--- src/rtl/io_bank_filtered_pkg.sv ---
// Shared definitions for the filtered pad bank: pad tristate encoding and
// default filter/synchroniser sizing.
package io_bank_filtered_pkg;

  typedef enum logic {
    PAD_DRIVE = 1'b0,
    PAD_HIZ   = 1'b1
  } pad_dir_e;

  localparam int unsigned DEF_FILTER_BITS = 4;
  localparam int unsigned DEF_SYNC_STAGES = 2;

endpackage

--- src/rtl/io_bank_filtered_channel.sv ---
// One input channel: synchroniser chain, glitch-filter counter, filtered
// state and single-cycle raw edge pulses.
module io_filter_channel
  import io_bank_filtered_pkg::*;
#(
  parameter int unsigned SYNC_STAGES = DEF_SYNC_STAGES,
  parameter int unsigned FILTER_BITS = DEF_FILTER_BITS,
  parameter logic        RESET_BIT   = 1'b0
) (
  input  logic                   clk,
  input  logic                   reset,
  input  logic                   i_pad,
  input  logic [FILTER_BITS-1:0] i_filter_len,
  output logic                   o_stable,
  output logic                   o_raw_rise,
  output logic                   o_raw_fall
);

  logic [SYNC_STAGES-1:0] r_sync;
  logic [FILTER_BITS-1:0] r_cnt;
  logic                   r_stable;
  logic                   r_rise;
  logic                   r_fall;
  logic                   w_synced;

  assign w_synced = r_sync[SYNC_STAGES-1];

  always_ff @(posedge clk) begin
    if (reset) begin
      r_sync   <= {SYNC_STAGES{RESET_BIT}};
      r_stable <= RESET_BIT;
      r_cnt    <= '0;
      r_rise   <= 1'b0;
      r_fall   <= 1'b0;
    end else begin
      r_sync <= {r_sync[SYNC_STAGES-2:0], i_pad};
      r_rise <= 1'b0;
      r_fall <= 1'b0;
      if (w_synced == r_stable) begin
        r_cnt <= '0;
      end else if (r_cnt >= i_filter_len) begin
        // >= so a length lowered mid-count accepts at once; cnt stays <= L, never wraps
        r_stable <= w_synced;
        r_cnt    <= '0;
        r_rise   <= w_synced;
        r_fall   <= ~w_synced;
      end else begin
        r_cnt <= r_cnt + 1'b1;
      end
    end
  end

  assign o_stable   = r_stable;
  assign o_raw_rise = r_rise;
  assign o_raw_fall = r_fall;

endmodule

--- src/rtl/io_bank_filtered.sv ---
// WIDTH-channel bidirectional pad bank: registered drive/tristate towards the
// pad cells, synchronised and glitch-filtered inputs with edge pulses.
module io_bank_filtered
  import io_bank_filtered_pkg::*;
#(
  parameter int unsigned      WIDTH       = 8,
  parameter int unsigned      SYNC_STAGES = DEF_SYNC_STAGES,
  parameter int unsigned      FILTER_BITS = DEF_FILTER_BITS,
  parameter logic [WIDTH-1:0] RESET_VAL   = '0
) (
  input  logic                   clk,
  input  logic                   reset,
  input  logic [WIDTH-1:0]       pad_i,
  output logic [WIDTH-1:0]       pad_o,
  output logic [WIDTH-1:0]       pad_t,
  input  logic [WIDTH-1:0]       out_data,
  input  logic [WIDTH-1:0]       out_enable,
  input  logic [FILTER_BITS-1:0] cfg_filter_len,
  input  logic [WIDTH-1:0]       cfg_invert,
  output logic [WIDTH-1:0]       in_data,
  output logic [WIDTH-1:0]       in_rise,
  output logic [WIDTH-1:0]       in_fall
);

  logic [WIDTH-1:0] r_pad_o;
  logic [WIDTH-1:0] r_pad_t;
  logic [WIDTH-1:0] w_stable;
  logic [WIDTH-1:0] w_raw_rise;
  logic [WIDTH-1:0] w_raw_fall;

  always_ff @(posedge clk) begin
    if (reset) begin
      r_pad_o <= '0;
      r_pad_t <= {WIDTH{PAD_HIZ}};
    end else begin
      r_pad_o <= out_data;
      r_pad_t <= ~out_enable;
    end
  end

  assign pad_o = r_pad_o;
  assign pad_t = r_pad_t;

  for (genvar g = 0; g < WIDTH; g++) begin : g_ch
    io_filter_channel #(
      .SYNC_STAGES (SYNC_STAGES),
      .FILTER_BITS (FILTER_BITS),
      .RESET_BIT   (RESET_VAL[g])
    ) u_ch (
      .clk          (clk),
      .reset        (reset),
      .i_pad        (pad_i[g]),
      .i_filter_len (cfg_filter_len),
      .o_stable     (w_stable[g]),
      .o_raw_rise   (w_raw_rise[g]),
      .o_raw_fall   (w_raw_fall[g])
    );
  end

  // Inversion is applied after the filter so toggling it never creates a pulse.
  assign in_data = w_stable ^ cfg_invert;
  assign in_rise = (w_raw_rise & ~cfg_invert) | (w_raw_fall & cfg_invert);
  assign in_fall = (w_raw_fall & ~cfg_invert) | (w_raw_rise & cfg_invert);

endmodule

--- config.mk ---
export PLATFORM = sky130hd
export DESIGN_NAME = io_bank_filtered
export DESIGN_NICKNAME = d
export VERILOG_FILES = /design/src/rtl/io_bank_filtered_pkg.sv /design/src/rtl/io_bank_filtered_channel.sv /design/src/rtl/io_bank_filtered.sv
export SDC_FILE = /design/constraint.sdc
export NUM_CORES = 1
export LEC_CHECK = 0
export BUFFER_PORTS_ARGS = -buffer_cell sky130_fd_sc_hd__buf_2
export CAP_MARGIN = 10
export CORE_ASPECT_RATIO = 1.25
export CORE_MARGIN = 2
export CORE_UTILIZATION = 30
export DETAILED_ROUTE_END_ITERATION = 7
export GPL_ROUTABILITY_DRIVEN = 1
export GPL_TIMING_DRIVEN = 1
export PLACE_DENSITY_LB_ADDON = 0.1
export RECOVER_POWER = 25
export SLEW_MARGIN = 30
export SYNTH_ARGS = -nofsm -noshare
export SYNTH_HDL_FRONTEND = slang
export SYNTH_SLANG_ARGS = --single-unit
--- constraint.sdc ---
create_clock -name clk -period 3.65 [get_ports clk]
set_input_delay 0.5475 -clock clk [delete_from_list [all_inputs] [get_ports clk]]
set_output_delay 0.5475 -clock clk [all_outputs]
set_load 0.05 [all_outputs]
Yosys cells after proc, flatten, opt, wreduce, memory -nomap -nowiden
Index checks and enable logic that the tools add are counted.
{"block": "word_totals", "ff_bits": 88, "input_bits": 38, "output_inout_bits": 40, "word_cells": 123}
{"block": "classes", "n_addsub": 8, "magnitude_cmp": 8, "n_eq_ne": 8, "n_bitwise": 33, "reduce_logical": 24}
{"operator": "$reduce_or A3 Y1", "count": 16}
{"operator": "$add A4 B1 Y4 const B", "count": 8}
{"operator": "$and A8 B8 Y8", "count": 4}
{"operator": "$ge A4 B4 Y1", "count": 8}
{"operator": "$not A1 Y1", "count": 24}
{"operator": "$not A8 Y8", "count": 2}
{"operator": "$or A8 B8 Y8", "count": 2}
{"operator": "$reduce_and A2 Y1", "count": 8}
{"operator": "$eq A1 B1 Y1", "count": 8}
{"operator": "$xor A8 B8 Y8", "count": 1}

Longest topological paths before layout
Gate-level depths: netlist of run 1.
{"block": "logic_depth", "depth_word": 3, "depth_mapped": 6, "ltp_nobuf": 6}

By module
Synthesis of run 1 repeated with hierarchy kept, for this count alone.
{"block": "hier_totals", "cells_unflattened": 385, "area_unflattened_um2": 4047.6}
{"module": "io_filter_channel", "instances": 8, "cells_per_inst": 41, "area_each_um2": 420.4, "seq_area_each_um2": 180.2}
{"module": "io_bank_filtered", "instances": 1, "cells_per_inst": 57, "area_each_um2": 684.4, "seq_area_each_um2": 320.3}

Worst setup path before layout of run 1
No wires, ideal clock.
{"block": "synth_path", "kind": "input to output", "from": "in cfg_invert[0]", "to": "out in_data[0]", "t_arrival_ns": 1.296, "required_ns": 3.102, "setup_slack_ns": 1.806, "stages": 1, "n_path_buf": 0, "cell_sequence": "xor2_1"}
{"block": "synth_via", "elab_chain_len": 1}
{"item": "from (decl)", "line": "io_bank_filtered.sv:19", "text": "input logic [WIDTH-1:0] cfg_invert,"}
{"item": "$xor A8 B8 Y8", "line": "io_bank_filtered.sv:61", "text": "assign in_data = w_stable ^ cfg_invert;"}
{"item": "to (decl)", "line": "io_bank_filtered.sv:20", "text": "output logic [WIDTH-1:0] in_data,"}
No other way between the ends.

Worst setup path after layout of run 1
{"block": "layout_path", "from": "in reset", "to": "reg g_ch[1].u_ch.r_cnt[3]"}
{"block": "layout_via", "elab_chain_len": 1}
{"item": "from (decl)", "line": "io_bank_filtered.sv:12", "text": "input logic reset,"}
{"item": "$reduce_or A3 Y1 (no source line)"}
{"item": "to (signal assigned)", "line": "io_bank_filtered_channel.sv:48", "text": "r_cnt <= r_cnt + 1'b1;"}
{"item": "to (decl)", "line": "io_bank_filtered_channel.sv:20", "text": "logic [FILTER_BITS-1:0] r_cnt;"}
No other way between the ends.
A chain may end at the register's enable or synchronous reset.

==> results of run 1 <==
## cells by family after synthesis
kind of cell,after synthesis,share of synthesized area
flops,88,0.4418
compound gates,48,0.1114
fa+ha+maj,40,0.1255
buf+inv,18,0.01757
mux,16,0.04518
simple gates,136,0.2058
xor+xnor,24,0.05271
## area by class of cell
type	instances	area (sq um)	share of cell area
inverters	11	41.29	0.008494
multi-input cells	264	2156	0.4435
clock buffers	11	252.7	0.05199
flip-flops and latches	88	1762	0.3624
clock inverters	5	31.28	0.006435
well taps	171	214.0	0.04402
repair buffers	78	404.1	0.08314
## worst paths after layout
| kind | slack [ns] | endpoint | from | cells past startpoint |
|---|---|---|---|---|
| setup reg to reg | 1.95 | g_ch[2].u_ch.o_raw_rise | g_ch[2].u_ch.r_cnt[0] | 6 |
| setup / recovery | 1.80 | g_ch[1].u_ch.r_cnt[3] | reset | 5 |
| hold reg to reg | 0.44 | g_ch[2].u_ch.r_sync[1] | g_ch[2].u_ch.r_sync[0] | 1 |
| hold / removal | 0.37 | pad_t[7] | out_enable[7] | 2 |
## power breakdown
part           leakage (uW)  switching [uW]  internal (uW)
Combinational       0.00126             131           86.7
Clock              0.000141             379            496
Sequential         0.000718            9.85            982
## synthesized netlist by cell type, drive strengths merged
library cell,number
and3,8
nand2b,32
ha,40
or2,8
nor2b,24
a21oi,16
o21a,8
mux2,16
xnor2,8
nand3,8
xor2,16
or3b,8
o21ai,16
nor2,32
a2111oi,8
inv,11
dfxtp,88
nor3,16
buf,2
clkbuf,5
## flip-flops by register name, indices dropped and copies added, names as in the netlist
| signal | cells |
|---|---|
| pad_o | 8 |
| pad_t | 8 |
| g_ch.u_ch.o_raw_rise | 8 |
| g_ch.u_ch.o_stable | 8 |
| g_ch.u_ch.r_cnt | 32 |
| g_ch.u_ch.o_raw_fall | 8 |
| g_ch.u_ch.r_sync | 16 |
## layout by cell type, fill, tap and decap left out, drive strengths merged
cell	n
clkinv	4
nand2b	32
mux2	16
a2111oi	8
clkbuf	12
clkinvlp	1
nand3	8
nor2	32
and3	8
nor3	16
dfxtp	88
or2	8
o21a	8
o21ai	16
inv	11
xor2	16
a21oi	16
xnor2	8
buf	77
ha	40
or3b	8
nor2b	24
## routing by layer
metal,global-route usage,up-vias,share of wire
met5,0,-,0
met2,0.1842,67,0.45
met4,0.06061,0,0.023
met3,0.02315,10,0.045
li1,-,1432,-
met1,0.1385,1247,0.48
## per-stage QoR
| step | cells | hold slack, ns | utilization | cell area, sq um |
|---|---|---|---|---|
| 2_1_floorplan | 370 | 0.4138 | - | 3988 |
| 3_5_place_dp | 612 | 0.4264 | 0.3491 | 4578 |
| 5_1_grt | 628 | 0.3691 | 0.3707 | 4861 |
| 4_1_cts | 628 | 0.3561 | 0.3708 | 4862 |
| 6_report | 628 | 0.3671 | 0.3707 | 4861 |
| 3_3_place_gp | 612 | 0.4179 | 0.3491 | 4578 |
==> flow_summary.yaml, run 1 <==
sta:
  clock.fmax_ghz: 0.5394
  setup_ws_ns: 1.796
  maxSlewHeadroom: 0.1775
  setup_violations: 0
  rsz0062_at_grt: "false"
  finalCriticalPeriod_ns: 1.854
  fin_skew_ns: 0.004798
  finalCritPeriodShare: 0.5079
  slew_violations: 0
  hold_viol: 0
  timing_worst_slew_pin_value_ns: 1.234
  fin_setup_tns_ns: 0
job:
  cap_violations: 0
yosys:
  synth.area.top_cells: "dfxtp_1 44%, ha_1 13%, a2111oi_4 5.5%"
  syn_avg_cell_area_sq_um: 10.78
  ys_ff_latch: 88
  syn-instance-count: 370
  yosysWarningCount: 0
  ys_seq_area_frac: 0.4418
  yosysTopAreaCell: "dfxtp_1"
  yosysUniqueCellTypes: 24
  synth_fp_nets: 448
  synth_area_sq_um: 3988
  synth_top_area_frac: 0.4418
place:
  post-dp-hpwl_mm: 5.425
  dpl_worst_slack_ns: 1.505
  place_congestion: 0.7152
  numPortBuffers: 77
clocking:
  cts_tree: "done"
  cts_setup_buffers: 0
  postCtsHoldBufs: 0
  insertion_delay_ns: 0.34
  cts_sinks: 88
  clockBufferDepth: 2
  cts_buffers: 9
  cts-htree-levels: 3
  cts_resized: 0
  clockRootBuffer: "clkbuf_16"
  clk_pin_slew_ns: 0.06
floorplanning:
  start_util: 0.3041
  die_h_microns: 132.9
  dieArea_sq_um: 14240
  num_rows: 47
  pin_count: 78
  die_w_microns: 107.1
  coreArea_sq_um: 13110
power:
  power_uw: 2085
  power.density_nw_per_um2: 428.9
  p_leak_uw: 0.002119
  irDropWorstVdd_uv: 187.5
worst_hold_path:
  min_path_type: "primary input to register"
finish:
  area_delta_synth_final_pct: 21.90
  nets: 530
  layout-drive-gt1-share: 0.2779
  antenna_cells: 0
  n_fill_cell: 1305
setup_path:
  cp.arrival_ns: 2.07
  worst-path-buf-inv: 2
  critical-path-max-stage-delay_ns: 0.88
  critPathSlowestCell: "clkbuf_1"
  cp-end-kind: "register"
  path_cells: "clkbuf_1 > buf_12 > a21oi_1 > o21ai_0 > nor2_1"
  path_class: "primary input to register"
  worstPathRequired_ns: 3.87
  start_kind: "primary input"
  crit_path_max_fanout: 38
  critPathTopFamily: "buffers and inverters"
grt:
  antenna_found_initial: 0
  grt_overflow: 0
  grt_start_max_net_pins: 39
  grt_pass1_vias: 2757
  grt_first_pass_wirelength_mm: 12.70
  grt_util_all_layers: 0.1129
routing:
  first_iter_violations: 83
  num_vias: 2756
  wl_per_cell_microns: 12.07
  ant_nets: 0
  first_pass_iters: 4
  vias_per_cell: 4.389
  drc: 0
  wirelength_mm: 7.582
outcome:
  outcome: "finished, final reports clean"
Note: power is estimated with default switching activity, not from simulation.
==> run 2, diff against run 1 <==
- clock period: 3.65 -> 1.9 ns (I/O delays scaled with it)
==> run 2 against run 1 <==
Net effect: flip-flop and latch count is the same; sequential share of layout area shrank 0.50 points; sequential power grew 92%; routed wire length shrank 4.2%; cell area grew 1.4%; critical endpoint is now g_ch[6].u_ch.r_cnt[1]; largest cell class unchanged.
==> flow_summary.yaml, run 2 (synthesis gave the netlist of run 1 again) <==
outcome:
  outcome: "finished, final reports clean"
sta:
  rsz0062_at_grt: "false"
  finalCriticalPeriod_ns: 1.666
  whs_ns: 0.1085
  timing_worst_slew_pin_value_ns: 0.7076
  maxSlewHeadroom: 0.5282
  clock.fmax_ghz: 0.6002
  fin_skew_ns: 0.005351
  setup_violations: 0
  finalCritPeriodShare: 0.8769
  fin_setup_tns_ns: 0
  hold_viol: 0
  slew_violations: 0
floorplanning:
  die_w_microns: 107.1
  die_h_microns: 132.9
  pin_count: 78
  num_rows: 47
  dieArea_sq_um: 14240
  start_util: 0.3041
  coreArea_sq_um: 13110
finish:
  regMostFlops: "g_ch.u_ch.r_cnt"
  layout-drive-gt1-share: 0.2804
  final_common_cell: "dfxtp_1"
  most-common-layout-cells: "88 x dfxtp_1, 76 x buf_2, 40 x ha_1"
  nets: 533
  largest_register_ffs: 32
  area_delta_synth_final_pct: 23.60
  n_fill_cell: 1322
  largestRegisters: "g_ch.u_ch.r_cnt (32), g_ch.u_ch.r_sync (16)"
  antenna_cells: 0
power:
  seqPwrFrac: 0.451
  p_leak_uw: 0.002149
  netSwitchingFraction: 0.2397
  power.density_nw_per_um2: 857.4
  internal_power_uw: 3213
  power.switching_uw: 1013
  p_clk_frac: 0.449
  power_frac_comb: 0.100
  irDropWorstVdd_uv: 395.1
place:
  place_congestion: 0.6983
  post-dp-hpwl_mm: 5.386
  numPortBuffers: 77
grt:
  grt_first_pass_wirelength_mm: 12.29
  antenna_found_initial: 1
  grt_start_max_net_pins: 24
  grt_pass1_vias: 2652
  grt_util_all_layers: 0.1091
  grt_overflow: 0
clocking:
  cts_sinks: 88
  postCtsHoldBufs: 0
  clockBufferDepth: 2
  cts_setup_buffers: 0
  clockRootBuffer: "clkbuf_16"
  insertion_delay_ns: 0.34
  clk_pin_slew_ns: 0.06
  cts_tree: "done"
  cts_buffers: 9
  cts_resized: 0
  cts-htree-levels: 3
setup_path:
  start_kind: "register"
  critPathTopFamily: "simple AND/OR/NAND/NOR gates"
  crit_path_max_fanout: 4
  cp.arrival_ns: 1.95
  worst-path-buf-inv: 1
  path_cells: "inv_1 > ha_1 > nand2b_4 > a2111oi_4 > or2_1 > and3_1"
  path_class: "register to register"
  cp-end-kind: "register"
  critical-path-max-stage-delay_ns: 0.40
  critPathSlowestCell: "a2111oi_4"
  worstPathRequired_ns: 2.18
worst_hold_path:
  min_path_type: "primary input to register"
routing:
  num_vias: 2780
  wirelength_mm: 7.261
  first_iter_violations: 37
  vias_per_cell: 4.406
  wl_per_cell_microns: 11.51
  drc: 0
  ant_nets: 0
  first_pass_iters: 4
job:
  cap_violations: 0
==> run 2: changes by cell type in the layout (fill, tap and decap cells not counted) <==
cell	previous run	this run
buf_4	0	1
clkinv_2	3	2
buf_12	1	2
inv_6	0	1
clkbuf_1	1	2
bufinv_16	0	2
clkbuf_8	2	0
==> run 2: cell type report <==
cell class                      instances  area [sq um]  area share
Clock inverter                          7         95.09     0.01929
Sequential cell                        88          1762      0.3575
Timing Repair Buffer                   81         435.4     0.08835
Tap cell                              171         214.0     0.04341
Inverter                               11         41.29    0.008378
Multi-Input combinational cell        264          2156      0.4374
Clock buffer                            9         225.2     0.04570
==> run 2: power by group through the flow <==
stage               Clock, uW  Sequential [uW]  Combinational (uW)
floorplan                   0             2010                 246
global placement            0             1950                 429
detailed placement          0             1950                 433
CTS                      1970             1910                 433
global route             2020             1910                 467
finish                   1900             1900                 424
==> run 2: through the flow <==
stage | std cells | power, uW | setup WS, ns | area (sq um) | utilization
2_1_floorplan | 370 | 2253 | 0.3779 | 3988 | -
3_3_place_gp | 615 | 2376 | 0.08960 | 4613 | 0.3518
3_5_place_dp | 615 | 2379 | 0.05977 | 4613 | 0.3518
4_1_cts | 631 | 4307 | 0.2126 | 4933 | 0.3762
5_1_grt | 631 | 4398 | 0.09210 | 4928 | 0.3758
6_report | 631 | 4226 | 0.2338 | 4928 | 0.3758
==> run 2: path summary, 6_finish.rpt <==
kind	start	end	slack, ns	cells past startpoint
hold / removal	out_enable[7]	pad_t[7]	0.11	2
setup / recovery	g_ch[6].u_ch.r_cnt[0]	g_ch[6].u_ch.r_cnt[1]	0.23	6
setup reg to reg	g_ch[6].u_ch.r_cnt[0]	g_ch[6].u_ch.r_cnt[1]	0.23	6
hold reg to reg	g_ch[4].u_ch.r_sync[0]	g_ch[4].u_ch.r_sync[1]	0.44	1
==> run 2: layer usage <==
metal / up-vias / track usage / wire length (microns)
met5: - / 0 / 8
met4: 2 / 0.05844 / 167
met3: 12 / 0.02512 / 361
met2: 68 / 0.1698 / 3257
met1: 1257 / 0.1392 / 3467
li1: 1441 / - / -
==> run 3, diff against run 2 <==
- ABC_AREA: unset -> 0
- BUFFER_PORTS_ARGS: -buffer_cell sky130_fd_sc_hd__buf_2 -> -buffer_cell sky130_fd_sc_hd__buf_4
==> run 3 against run 2 <==
Net effect: die area is the same; sequential share of layout area shrank 1.0 points; fmax shrank 0.36%; critical path depth is the same; clock-buffer cell count grew 3; combinational power grew 7.1%; sequential power is essentially flat; routed wire length grew 2.3%; worst hold slack gained 0.0030 ns; clock power shrank 5%; worst setup slack lost 0.0061 ns; cell count shrank 0.16%.
==> flow_summary.yaml, run 3 (synthesis gave the netlist of run 1 again) <==
outcome:
  outcome: "finished, final reports clean"
setup_path:
  worst_r2r_path_depth: 6
  timing.rr.end: "g_ch[6].u_ch.o_raw_rise"
  start_kind: "register"
  path_class: "register to register"
  rrSetupSlack_ns: 0.23
  worstSetupStartpoint: "g_ch[6].u_ch.r_cnt[0]"
  reg2reg_from: "g_ch[6].u_ch.r_cnt[0]"
  crit_path_max_fanout: 4
  cp-endpoint: "g_ch[6].u_ch.o_raw_rise"
  cp.arrival_ns: 1.85
  cp-end-kind: "register"
  worstPathRequired_ns: 2.07
sta:
  maxSlewHeadroom: 0.3660
  slew_violations: 0
  finalCriticalPeriod_ns: 1.672
  timing_worst_slew_pin_value_ns: 0.9510
  hold_viol: 0
  rsz0062_at_grt: "false"
  fin_setup_tns_ns: 0
  setup_violations: 0
  clock.fmax_ghz: 0.5980
  fin_skew_ns: 0.004979
  finalCritPeriodShare: 0.8801
  whs_ns: 0.1115
grt:
  grt_overflow: 0
  grt_start_max_net_pins: 46
  grt_first_pass_wirelength_mm: 12.61
  grt_util_all_layers: 0.1114
  antenna_found_initial: 0
  grt_pass1_vias: 2750
routing:
  first_iter_violations: 51
  drc: 0
  wirelength_mm: 7.430
  ant_nets: 0
  num_vias: 2770
  wl_per_cell_microns: 11.79
  first_pass_iters: 4
  vias_per_cell: 4.397
job:
  cap_violations: 0
floorplanning:
  dieArea_sq_um: 14240
  die_w_microns: 107.1
  coreArea_sq_um: 13110
  die_h_microns: 132.9
  pin_count: 78
  start_util: 0.3041
  num_rows: 47
clocking:
  cts-htree-levels: 3
  cts_tree: "done"
  cts_resized: 0
  insertion_delay_ns: 0.33
  cts_sinks: 88
  clk_pin_slew_ns: 0.06
  cts_setup_buffers: 0
  cts_buffers: 9
  clockRootBuffer: "clkbuf_16"
  clockBufferDepth: 2
  postCtsHoldBufs: 0
worst_hold_path:
  min_path_type: "primary input to register"
finish:
  antenna_cells: 0
  multiInputGateArea_sq_um: 2156
  area_delta_synth_final_pct: 27.20
  final-seq-area_sq_um: 1762
  largestRegisters: "g_ch.u_ch.r_cnt (32), g_ch.u_ch.r_sync (16)"
  layout-drive-gt1-share: 0.2767
  largest_register_ffs: 32
  n_fill_cell: 1295
  most-common-layout-cells: "88 x dfxtp_1, 77 x buf_4, 40 x ha_1"
  nets: 532
  final_common_cell: "dfxtp_1"
  regMostFlops: "g_ch.u_ch.r_cnt"
power:
  p_leak_uw: 0.002181
  irDropWorstVdd_uv: 362.4
  power.density_nw_per_um2: 821.6
  power_uw: 4168
place:
  place_congestion: 0.7152
  numPortBuffers: 77
  post-dp-hpwl_mm: 5.428
## run 3: changes by cell type in the layout (fill, tap and decap cells not counted), sizes merged
cell,previous run,this run
buf,79,77
clkinvlp,1,0
inv,12,11
bufinv,2,1
clkbuf,11,15
## run 3: routing by layer
metal  global-route usage  wire length (microns)
met5                    0                      0
met1               0.1354                   3449
met2               0.1807                   3418
met3              0.03448                    436
met4              0.04762                    125
## run 3: how the worst min path moves through the flow
stage                                   to  cells past startpoint                    from
finish                            pad_t[1]                      2           out_enable[1]
global route                      pad_t[6]                      2           out_enable[6]
CTS                               pad_t[6]                      2           out_enable[6]
detailed placement  g_ch[4].u_ch.r_sync[1]                      1  g_ch[4].u_ch.r_sync[0]
global placement    g_ch[4].u_ch.r_sync[1]                      1  g_ch[4].u_ch.r_sync[0]
floorplan                         pad_t[0]                      1           out_enable[0]
## run 3: report_power, final
group | internal, uW | total [uW] | switching, uW
clock | 1090 | 1810 | 713
combinational | 203 | 454 | 251
sequential | 1890 | 1910 | 19.1
## run 3: final cells by class
cell class | instances | share of cell area
Timing Repair Buffer | 80 | 0.1164
Multi-Input combinational cell | 264 | 0.4250
Clock inverter | 4 | 0.01036
Inverter | 11 | 0.008140
Clock buffer | 12 | 0.05057
Tap cell | 171 | 0.04218
Sequential cell | 88 | 0.3473
## run 3: worst max-delay path, stage by stage, from the launching register on
cell	delay, ns
dfxtp_1	0.39
inv_1	0.06
ha_1	0.27
nand2b_4	0.15
a2111oi_4	0.40
or2_1	0.20
nor3_1	0.06
## run 3: through the flow
step / cells / utilization / setup WS [ns] / area [sq um]
final: 630 / 0.3868 / 0.2278 / 5072
after global routing: 630 / 0.3868 / 0.08866 / 5072
after CTS: 630 / 0.3876 / 0.2132 / 5082
after detailed placement: 614 / 0.3640 / 0.03482 / 4773
after global placement: 614 / 0.3640 / 0.08505 / 4773
after floorplan: 370 / - / 0.3779 / 3988
